`config.mk`:
```
export PLATFORM = sky130hd
export DESIGN_NAME = seq_arith_8b_sla_flat
export DESIGN_NICKNAME = d
export VERILOG_FILES = /design/src/rtl/seq_arith_pkg.sv /design/src/rtl/seq_arith_8b_sla_if.sv /design/src/rtl/seq_arith_8b_sla_dpath.sv /design/src/rtl/seq_arith_8b_sla.sv /design/src/flat_wrapper.sv
export SDC_FILE = /design/constraint.sdc
export NUM_CORES = 1
export LEC_CHECK = 0
export ABC_CLOCK_PERIOD_IN_PS = 4950
export BUFFER_PORTS_ARGS = -buffer_cell sky130_fd_sc_hd__clkbuf_2
export CORE_MARGIN = 1.5
export CORE_UTILIZATION = 49
export DETAILED_ROUTE_END_ITERATION = 16
export PLACE_DENSITY = 0.92
export SYNTH_ARGS = -nofsm -noshare
export SYNTH_HDL_FRONTEND = slang
export SYNTH_SLANG_ARGS = --single-unit
```
`constraint.sdc`:
```
create_clock -name clk -period 4.95 [get_ports clk]
set_input_delay 0 -clock clk [delete_from_list [all_inputs] [get_ports clk]]
set_output_delay 0 -clock clk [all_outputs]
set_load 0.05 [all_outputs]
```
`src/rtl/seq_arith_pkg.sv`:
```
// Shared types and constants for the iterative 8-bit arithmetic left shifter.
//   state_e      : control FSM states
//   SAT_POS/NEG  : clamp values used when a shift overflows with saturation on
//   sat_value()  : picks the clamp value from the original operand sign
//   ovf_bit()    : signed-overflow indicator for a single left shift
package seq_arith_pkg;

  typedef enum logic [1:0] {
    IDLE = 2'd0,
    CALC = 2'd1,
    DONE = 2'd2
  } state_e;

  localparam logic [7:0] SAT_POS = 8'h7F;
  localparam logic [7:0] SAT_NEG = 8'h80;

  function automatic logic [7:0] sat_value(input logic sign);
    logic [7:0] v;
    if (sign) begin
      v = SAT_NEG;
    end else begin
      v = SAT_POS;
    end
    return v;
  endfunction

  // A one-bit left shift changes the sign exactly when the top two bits differ.
  function automatic logic ovf_bit(input logic [7:0] v);
    return v[7] ^ v[6];
  endfunction

endpackage

```
`src/rtl/seq_arith_8b_sla_if.sv`:
```
// Request/response bundle of the iterative arithmetic left shifter.
//   in_val/in_rdy  : request handshake, carrying in_ (operand) and amt (0-7)
//   out_val/out_rdy: response handshake, carrying out (result) and ovf
// master = requester/consumer side, slave = shifter side.
interface seq_arith_8b_sla_if;

  logic       in_val;
  logic       in_rdy;
  logic [7:0] in_;
  logic [2:0] amt;
  logic       out_val;
  logic       out_rdy;
  logic [7:0] out;
  logic       ovf;

  modport master (
    output in_val, in_, amt, out_rdy,
    input  in_rdy, out_val, out, ovf
  );

  modport slave (
    input  in_val, in_, amt, out_rdy,
    output in_rdy, out_val, out, ovf
  );

endinterface

```
`src/rtl/seq_arith_8b_sla_dpath.sv`:
```
// Datapath of the iterative arithmetic left shifter: shift register,
// down-counter, original-sign bit, sticky overflow and the saturation mux.
//   clk, reset_n : clock, asynchronous active-low reset
//   load         : capture in_/amt and start a new transaction
//   shift_en     : perform one left shift and decrement the counter
//   in_, amt     : operand and shift amount
//   cnt_zero     : remaining shift count is zero
//   out, ovf     : result (saturated if enabled) and sticky overflow
module seq_arith_8b_sla_dpath
  import seq_arith_pkg::*;
#(
  parameter bit SATURATE = 1'b0
) (
  input  logic       clk,
  input  logic       reset_n,
  input  logic       load,
  input  logic       shift_en,
  input  logic [7:0] in_,
  input  logic [2:0] amt,
  output logic       cnt_zero,
  output logic [7:0] out,
  output logic       ovf
);

  logic [7:0] shreg_q, shreg_d;
  logic [2:0] cnt_q,   cnt_d;
  logic       sign_q,  sign_d;
  logic       ovf_q,   ovf_d;

  // Next-state logic for all datapath registers.
  always_comb begin
    shreg_d = shreg_q;
    cnt_d   = cnt_q;
    sign_d  = sign_q;
    ovf_d   = ovf_q;
    if (load) begin
      shreg_d = in_;
      cnt_d   = amt;
      sign_d  = in_[7];
      ovf_d   = 1'b0;
    end else if (shift_en) begin
      // Overflow is judged on the bits before this shift, never on the result.
      ovf_d   = ovf_q | ovf_bit(shreg_q);
      shreg_d = {shreg_q[6:0], 1'b0};
      cnt_d   = cnt_q - 3'd1;
    end else begin
      shreg_d = shreg_q;
    end
  end

  // Datapath registers, cleared asynchronously so a reset aborts any shift.
  always_ff @(posedge clk or negedge reset_n) begin
    if (!reset_n) begin
      shreg_q <= 8'h00;
      cnt_q   <= 3'd0;
      sign_q  <= 1'b0;
      ovf_q   <= 1'b0;
    end else begin
      shreg_q <= shreg_d;
      cnt_q   <= cnt_d;
      sign_q  <= sign_d;
      ovf_q   <= ovf_d;
    end
  end

  assign cnt_zero = (cnt_q == 3'd0);
  assign ovf      = ovf_q;

  // Result mux: clamp toward the original sign when saturation is enabled.
  always_comb begin
    out = shreg_q;
    if (SATURATE && ovf_q) begin
      out = sat_value(sign_q);
    end else begin
      out = shreg_q;
    end
  end

endmodule

```
`src/rtl/seq_arith_8b_sla.sv`:
```
// Iterative 8-bit arithmetic left shifter with overflow detection and
// optional saturation; shifts one bit per cycle.
//   SATURATE : 1 clamps an overflowed result to 0x7F / 0x80
//   clk      : clock, rising edge
//   reset_n  : asynchronous active-low reset, aborts any transaction
//   bus      : slave side of seq_arith_8b_sla_if (request and response)
// Handshake outputs depend only on the state register.
module seq_arith_8b_sla
  import seq_arith_pkg::*;
#(
  parameter bit SATURATE = 1'b0
) (
  input  logic                clk,
  input  logic                reset_n,
  seq_arith_8b_sla_if.slave   bus
);

  state_e state_q, state_d;
  logic   load_s;
  logic   shift_en_s;
  logic   cnt_zero_s;

  // FSM next-state and datapath control.
  always_comb begin
    state_d    = state_q;
    load_s     = 1'b0;
    shift_en_s = 1'b0;
    case (state_q)
      IDLE: begin
        if (bus.in_val) begin
          load_s  = 1'b1;
          state_d = CALC;
        end else begin
          state_d = IDLE;
        end
      end
      CALC: begin
        // A zero count ends the calculation without a further shift.
        if (cnt_zero_s) begin
          state_d = DONE;
        end else begin
          shift_en_s = 1'b1;
        end
      end
      DONE: begin
        if (bus.out_rdy) begin
          state_d = IDLE;
        end else begin
          state_d = DONE;
        end
      end
      default: begin
        state_d = IDLE;
      end
    endcase
  end

  // State register.
  always_ff @(posedge clk or negedge reset_n) begin
    if (!reset_n) begin
      state_q <= IDLE;
    end else begin
      state_q <= state_d;
    end
  end

  assign bus.in_rdy  = (state_q == IDLE);
  assign bus.out_val = (state_q == DONE);

  seq_arith_8b_sla_dpath #(
    .SATURATE (SATURATE)
  ) u_dpath (
    .clk      (clk),
    .reset_n  (reset_n),
    .load     (load_s),
    .shift_en (shift_en_s),
    .in_      (bus.in_),
    .amt      (bus.amt),
    .cnt_zero (cnt_zero_s),
    .out      (bus.out),
    .ovf      (bus.ovf)
  );

endmodule

```
`src/flat_wrapper.sv`:
```
// flat-port wrapper written by rule: the top's interface ports become plain ports
module seq_arith_8b_sla_flat import seq_arith_pkg::*;
#(
  parameter bit SATURATE = 1'b0
)
  (clk, reset_n, bus_in_val, bus_in_, bus_amt, bus_out_rdy, bus_in_rdy, bus_out_val, bus_out, bus_ovf);
  seq_arith_8b_sla_if bus_i ();
  input  logic clk;
  input  logic reset_n;
  input wire logic [$bits(bus_i.in_val)-1:0] bus_in_val;
  input wire logic [$bits(bus_i.in_)-1:0] bus_in_;
  input wire logic [$bits(bus_i.amt)-1:0] bus_amt;
  input wire logic [$bits(bus_i.out_rdy)-1:0] bus_out_rdy;
  output wire logic [$bits(bus_i.in_rdy)-1:0] bus_in_rdy;
  output wire logic [$bits(bus_i.out_val)-1:0] bus_out_val;
  output wire logic [$bits(bus_i.out)-1:0] bus_out;
  output wire logic [$bits(bus_i.ovf)-1:0] bus_ovf;
  assign bus_i.in_val = bus_in_val;
  assign bus_i.in_ = bus_in_;
  assign bus_i.amt = bus_amt;
  assign bus_i.out_rdy = bus_out_rdy;
  assign bus_in_rdy = bus_i.in_rdy;
  assign bus_out_val = bus_i.out_val;
  assign bus_out = bus_i.out;
  assign bus_ovf = bus_i.ovf;
  seq_arith_8b_sla #(.SATURATE(SATURATE)) u_core (.clk(clk), .reset_n(reset_n), .bus(bus_i));
endmodule
```
# --- Word level (Yosys, flattened, before mapping) ---
# Cells that the tools add are included.
totals:
  reg_bits: 14
  latchBits: 0
  ramBits: 0
  rom_bits: 0
  in_bits: 15
  out_inout_bits: 11
  wordCells: 27
  memories: 0
classes:
  add_sub_neg: 1
  multipliers: 0
  div: 0
  order_cmp: 0
  n_eq_ne: 3
  shifts: 0
  mux: 14
  n_bitwise: 2
  n_reduce_logical: 3
ops:
  columns: ["cell", "count"]
  rows:
  - ["two-way mux 8 bit", 2]
  - ["two-way mux 1 bit", 7]
  - ["two-way mux 3 bit", 2]
  - ["one-hot mux 2 bit (3 select lines)", 1]
  - ["two-way mux 2 bit", 2]
  - ["zero test 3 bit", 1]
  - ["subtractor 3 x 1 -> 3 bit, second input constant", 1]
  - ["== test 2 x 1 -> 1 bit, second input constant", 1]
  - ["== test 2 bit, second input constant", 1]
  - ["zero test 2 bit", 1]
  - ["!= test 2 x 1 -> 1 bit, second input constant", 1]
  - ["nonzero test 2 bit", 1]
  - ["bitwise OR 1 bit", 1]
  - ["bitwise XOR 1 bit", 1]

# --- Depth between registers and ports, before layout ---
# Gate-level depths: netlist of run 1.
logic_depth:
  ltp_word: 5
  mapped_depth: 7

# --- Modules after synthesis ---
# A second synthesis of run 1 with hierarchy kept.
hier_totals:
  cells_unflattened: 70
  area_unflattened_um2: 694.4
modules_own_cells:
  columns: ["module", "n_inst", "cells_each", "area_each_um2", "seq_area_each_um2"]
  rows:
  - ["seq_arith_8b_sla_dpath", 1, 59, 593.1, 300.3]
  - ["seq_arith_8b_sla", 1, 11, 101.3, 50.0]

# --- Worst setup path before layout of run 1 ---
# OpenSTA, ideal clock, no wires.
synth_path:
  kind: "reg2reg"
  startpoint: "reg u_core.u_dpath.cnt_q[0]"
  endpoint: "reg u_core.u_dpath.shreg_q[6] (netlist: u_core.u_dpath.out[6])"
  setup_ps: 121
  arrival_time_ps: 1500
  t_required_ps: 4829
  slack_ps: 3329
  stages_incl_launch_ff: 8
  path_buffers: 1
  synth_period_minus_slack_ps: 1621
  path_cell_list: "dfrtp_1 inv_1 ha_1 ha_1 or3b_1 buf_6 o22ai_1 nor2_1"
synth_via:
  elab_chain_len: 4
synth_lines:
  columns: ["element", "line", "rtl"]
  rows:
  - ["from (decl)", "seq_arith_8b_sla_dpath.sv:26", "logic [2:0] cnt_q, cnt_d;"]
  - ["from (signal assigned)", "seq_arith_8b_sla_dpath.sv:60", "cnt_q <= cnt_d;"]
  - ["zero test 3 bit", "seq_arith_8b_sla_dpath.sv:66", "assign cnt_zero = (cnt_q == 3'd0);"]
  - ["two-way mux 1 bit", "seq_arith_8b_sla.sv:39", "if (cnt_zero_s) begin"]
  - ["two-way mux 1 bit", "seq_arith_8b_sla.sv:28", "case (state_q)"]
  - ["nonzero test 2 bit (no source line)", null, null]
  - ["to (signal assigned)", "seq_arith_8b_sla_dpath.sv:59", "shreg_q <= shreg_d;"]
  - ["to (decl)", "seq_arith_8b_sla_dpath.sv:25", "logic [7:0] shreg_q, shreg_d;"]
# Every way passes these cells.
# A chain may end at the register's enable or synchronous reset.

# --- Worst setup path after layout of run 1 ---
layout_path:
  startpoint: "reg u_core.u_dpath.cnt_q[0]"
  endpoint: "reg u_core.u_dpath.cnt_q[1]"
layout_via:
  elab_chain_len: 4
  word_cells_on_any_way: 7
  classes_between: "add/sub (1); mux (4); reduce/logical (2)"
layout_lines:
  columns: ["element"]
  rows:
  - ["parallel branches: the longest is 4 deep, another holds subtractor 3 x 1 -> 3 bit"]
# Parallel ways; which one is timed is not known. The select of a mux whose other input is x is not followed.

==> results of run 1 <==
routing by layer:
| metal | wire length, microns | vias up |
|---|---|---|
| li1 | - | 312 |
| met1 | 644 | 303 |
| met2 | 907 | 25 |
| met3 | 74 | 2 |
| met4 | 21 | 0 |
| met5 | 0 | - |
cell type report:
cell class,count,area (sq um)
inverters,5,18.8
clock buffers,4,36.3
repair buffers,39,263
well taps,15,18.8
fillers,94,314
multi-input cells,43,284
flip-flops and latches,14,350
synth_stat cells (all sizes together):
cell     n
a221o    2
a22o     1
a22oi    5
buf      3
dfrtp   14
ha       2
inv      5
nand2    6
nand2b   1
nand3    5
nand3b   1
nor2     7
nor3     2
nor3b    2
o21ai    3
o22a     1
o22ai    2
or3b     2
xnor2    1
repair_timing:
action / 4_1_cts / 5_1_grt
endpoints found under the setup margin: 0 / 0
hold endpoints to repair: 26 / 0
hold buffers: 13 / 0
kinds of logic after synthesis:
family                     count (synthesis)  synth area share (%)
AOI/OAI and AO/OA                         14                  15.8
xor gates and xnor gates                   1                  1.30
adders and majority gates                  2                  3.71
buffers and inverters                      8                  5.94
DFF                                       14                  51.9
and+or+nand+nor                           26                  21.3
registers in the layout, indices dropped and copies added (netlist names):
register and cells:
u_core.u_dpath.ovf 1, u_core.u_dpath.out 8, u_core.state_q 2, u_core.u_dpath.cnt_q 3
worst max-delay path, cell delays in order (launching register included):
cell	delay [ps]
dfrtp_1	380
inv_1	50
ha_1	190
ha_1	230
or3b_1	550
o21ai_2	200
o22a_1	150
how the worst max path moves through the flow:
stage                               to  slack (ps)  cells after the start
3_3_place_gp     u_core.u_dpath.out[1]        3210                      6
4_1_cts          u_core.u_dpath.out[1]        3160                      6
6_report       u_core.u_dpath.cnt_q[1]        3140                      6
5_1_grt        u_core.u_dpath.cnt_q[1]        3050                      6
3_5_place_dp     u_core.u_dpath.out[1]        3170                      6
2_1_floorplan    u_core.u_dpath.out[6]        3330                      7
placed cells by master (no fill, tap or decap), types with 3 or more instances in the layout:
master	n
nand3_1	5
dfrtp_1	14
a22oi_1	5
clkbuf_2	25
nand2_1	6
clkbuf_4	3
nor2_1	6
dlygate4sd3_1	13
inv_1	5
through the flow:
stage / utilization (%) / hold slack, ps / std cells / power, mW
final: 75.6 / 180 / 120 / 0.775
after global routing: 75.6 / 202 / 120 / 0.835
after CTS: 75.6 / 160 / 120 / 0.777
after detailed placement: 62.6 / -79.0 / 103 / 0.685
after global placement: 62.6 / -82.9 / 103 / 0.667
after floorplan: - / -296 / 65 / 0.597
power by group:
part	leakage [nW]	internal [mW]	switching (mW)
clock	0.0210	0.0446	0.0351
sequential	0.170	0.175	0.0525
combinational	0.310	0.153	0.314
==> impl_results.md, run 1 <==
* Clock sinks at 14
* Worst Reg-to-Reg Cells at 6
* FF-to-FF Start: u_core.u_dpath.cnt_q[0]
* Largest net degree at the start of global routing at 15
* Pins Over Slew Limit at 0
* Mapped cell area at ~670 sq um
* Max Freq at 0.553 GHz
* CP max FO at 11
* CP endpoint kind: flip-flop
* Distinct cell type count of the synthesized netlist at 23
* Crit path DAT at around 2000 ps
* All-Layer GR Usage at approximately 24%
* Met1 usage at 29.3%
* RePlAce Congestion at approximately 0.76
* Die width at 40.1 microns
* Post_cts resized at 0
* Yosys top cell by area: dfrtp_1
* Slack of the critical path at between 3000 and 4000 ps
* Die height at approximately 40 microns
* Vias in the first global route at between 500 and 600
* Clock Tree Root: clkbuf_4
* Reg2Reg Setup Slack at around 3100 ps
* Setup crit start: u_core.u_dpath.cnt_q[0]
* Max Cap Viol at 0
* Worst Tran Pin Value at 399 ps
* Post-synthesis sequential area ratio at approximately 52%
* TritonCTS clock tree: built
* Initial antenna violation count at 0
* CP Class: flip-flop to flip-flop
* First-pass GRT wire length at about 2.4 mm
* Final HPWL DP at approximately 1.0 mm
* Synthesized flop and latch total at 14
* Clock Skew at approximately 1.2 ps
* H-tree depth at 1
* Final Hold Fails at 0
* Setup total negative slack at 0 ps
* Final #Nets at 123
* Pre-CTS WS at roughly 3200 ps
* Top cells by area, synth: dfrtp_1 (52%), a22oi_1 (5.6%), ha_1 (3.7%)
* Post-synth top area share at just over 50%
* YS warnings at 0
* HP Class: input pin to asynchronous set/reset pin
* Layout cells sized above 1 at 31.4%
* PortBufs at 25
* Startpoint Class: flip-flop
* Required @ worst endpoint at roughly 5200 ps
* Vias at around 640
* GRT met2 Usage at a little over two fifths
* Core box area at approximately 1300 sq um
* Die area at approximately 1600 sq um
* I/O pin count at 26
* Clock transition at path regs at 80 ps
* Final wirelength at approximately 1.6 mm
* Post-route ant nets at 0
* Met3 global-route usage at under 10%
* DR pass1 iterations at 4
* Inserted Diodes at 0
* Initial DRC Count at 22
* Setup Viol. Count Final at 0
* Placed cell area at between 800 and 900 sq um
* Clock buffer depth at 2
* RSZ-0062 raised after global routing: false
* Period utilization at a little over a third
* P per Cell Area at 798 nW/um^2
* Post-Layout Inst Area at 971 sq um
* Residual DRC at 0
* Initial Util at between 50% and 60%
* TritonCTS Buffers at 3
* WL per Instance at 13.7 microns
* Status: completed
* Layout area overhead at 44.0%
* Site row count at 13
* Busiest layer in global routing: met2
* Post-Syn Nets at slightly above 80
* Post-CTS setup buffer count at 0
* Total gr overflow at 0
* Worst vdd ir at ~0.51 mV
* Crit Reg-Reg Endpoint: u_core.u_dpath.cnt_q[1]
* Max_slew headroom at 73.4%
* Avg Inst Size Synth at slightly above 10 sq um
* Final Critical Period at 1810 ps
* Static Leakage at 0.500 nW
* Synthesized instance count at 65
* Via density at between 5 and 6
* Skew-Pair Late Insertion Delay at between 200 and 300 ps
Note: power is estimated with default switching activity, not from simulation.
==> run 2: changes to the inputs <==
Settings changed: ABC_CLOCK_PERIOD_IN_PS 4950 to 1800, CORE_UTILIZATION 49 to 46, PLACE_DENSITY 0.92 to 0.88.
Clock period 4.95 ns to 1.8 ns, I/O delays scaled along.
==> impl_results.md, run 2 (synthesized netlist as in run 1, its figures left out) <==
* Largest register FFs at 8 (unchanged)
* Worst Reg-to-Reg Cells at 7 (was 6)
* Site row count at 13 (unchanged)
* First-pass GRT wire length at 2.55 mm (was 2.44 mm)
* Period utilization at 94.5% (was 36.5%)
* CP endpoint kind: flip-flop (unchanged)
* Max_slew headroom at 76.6% (was 73.4%)
* Via density at 5.29 (was 5.35)
* Hold Path Depth at 3
* Die width at 41.3 microns (was 40.1 microns)
* I/O pin count at 26 (unchanged)
* Die area at 1700 sq um (was 1610 sq um)
* Post-route ant nets at 0 (unchanged)
* Core box area at 1330 sq um (was 1280 sq um)
* Startpoint Class: flip-flop (unchanged)
* Met1 usage at 30.8% (was 29.3%)
* All-Layer GR Usage at 23.4% (was 24.3%)
* Vias in the first global route at 561 (was 560)
* Total gr overflow at 0 (unchanged)
* Clock sinks at 14 (unchanged)
* Met3 global-route usage at 4.26% (was 3.33%)
* PortBufs at 25 (unchanged)
* Setup total negative slack at 0 ps (unchanged)
* WL per Instance at 14.2 microns (was 13.7 microns)
* Final wirelength at 1.72 mm (was 1.65 mm)
* Initial Util at 50.6% (was 52.5%)
* CP max FO at 4 (was 11)
* Layout cells sized above 1 at 34.0% (was 31.4%)
* Layout area overhead at 45.1% (was 44.0%)
* Pins Over Slew Limit at 0 (unchanged)
* TritonCTS clock tree: built (unchanged)
* Final HPWL DP at 1.21 mm (was 1.04 mm)
* Final Hold Fails at 0 (unchanged)
* Final #Nets at 124 (was 123)
* Setup Viol. Count Final at 0 (unchanged)
* Vias at 640 (was 642)
* Initial DRC Count at 19 (was 22)
* Clock Tree Root: clkbuf_4 (unchanged)
* Multi-input gate area at 287 sq um (was 284 sq um)
* Residual DRC at 0 (unchanged)
* GRT met2 Usage at 37.5% (was 44.0%)
* Final Critical Period at 1700 ps (was 1810 ps)
* Clock Skew at 5.79 ps (was 1.17 ps)
* Max Cap Viol at 0 (unchanged)
* CP Class: flip-flop to flip-flop (unchanged)
* Post-CTS setup buffer count at 0 (unchanged)
* Die height at 41.3 microns (was 40.1 microns)
* Status: completed (unchanged)
* Storage cell area at 350 sq um (unchanged)
* Crit path DAT at 1850 ps (was 2010 ps)
* Busiest layer in global routing: met2 (unchanged)
* HP Class: input pin to flip-flop (was input pin to asynchronous set/reset pin)
* Skew-Pair Late Insertion Delay at 270 ps (about the same)
* Commonest non-fill, non-tap cell in the layout: clkbuf_2 (unchanged)
* Required @ worst endpoint at 1950 ps (was 5160 ps)
* Clock buffer depth at 2 (unchanged)
* Max Freq at 0.588 GHz (was 0.553 GHz)
* TritonCTS Buffers at 3 (unchanged)
* Initial antenna violation count at 0 (unchanged)
* Filler instances at 101 (was 94)
* Largest net degree at the start of global routing at 15 (unchanged)
* Commonest non-fill, non-tap cells in the layout: clkbuf_2 (25), dfrtp_1 (14), dlygate4sd3_1 (12), nor2_1 (6), nand2_1 (6) (was clkbuf_2 (25), dfrtp_1 (14), dlygate4sd3_1 (13), nor2_1 (6), nand2_1 (6))
* RSZ-0062 raised after global routing: false (unchanged)
* Clock transition at path regs at 80 ps (about the same)
* RePlAce Congestion at 0.717 (was 0.761)
* Inserted Diodes at 0 (unchanged)
* Worst Tran Pin Value at 351 ps (was 399 ps)
* H-tree depth at 1 (unchanged)
* DR pass1 iterations at 4 (unchanged)
## run 2: cell count changes in the layout (fill, tap and decap cells not counted), sizes merged
cell,previous run,this run
buf,1,3
dlygate4sd3,13,12
## run 2: routing by layer
layer / up-vias / part of all wire (%) / wire length (microns)
met5: - / 0 / 0
met3: 2 / 3.5 / 61
li1: 314 / - / -
met2: 22 / 53 / 915
met4: 0 / 1.2 / 20
met1: 302 / 42 / 725
## run 2: stage by stage
step / utilization, % / instance area, sq um / cells / hold WS, ps / setup WS [ps]
floorplan: - / 674 / 65 / -296 / 179
global placement: 61.4 / 820 / 105 / -82.4 / 155
detailed placement: 61.4 / 820 / 105 / -84.2 / 103
CTS: 73.2 / 976 / 121 / 5.37 / 86.3
global route: 73.4 / 978 / 121 / 37.9 / 9.09
finish: 73.4 / 978 / 121 / 4.82 / 99.2
## run 2: area by class of cell
cell class,count,share of cell area (%)
multi-input combinational,43,29.3
tap,15,1.92
inverter,5,1.92
timing repair buffer,40,27.4
clock buffer,4,3.71
sequential,14,35.8
## run 2: worst paths after layout
check | startpoint | endpoint | slack, ps
min | bus_in_[1] | u_core.u_dpath.out[1] | 5
min reg2reg | u_core.u_dpath.ovf | u_core.u_dpath.ovf | 500
max | u_core.u_dpath.cnt_q[0] | u_core.u_dpath.cnt_q[2] | 100
max in group asynchronous | reset_n | u_core.state_q[0] | 1380
min in group asynchronous | reset_n | u_core.u_dpath.ovf | 160
max reg2reg | u_core.u_dpath.cnt_q[0] | u_core.u_dpath.cnt_q[2] | 100
## run 2: critical path, stage by stage (launching register included)
cell and delay, ps:
dfrtp_1 380, inv_1 50, ha_1 190, ha_1 200
buf_4 150, nor3b_4 190, nor2_2 100, a221o_1 320
## run 2: timing repair
item                                    in CTS  in global routing
endpoints found under the hold margin       25                  0
hold buffers                                12                  0
gates resized for setup                      0                  1
endpoints found under the setup margin       0                  3
Power of run 2 is not shown: default switching activity piles up to over one toggle a cycle in this logic, so the estimate is an artifact.
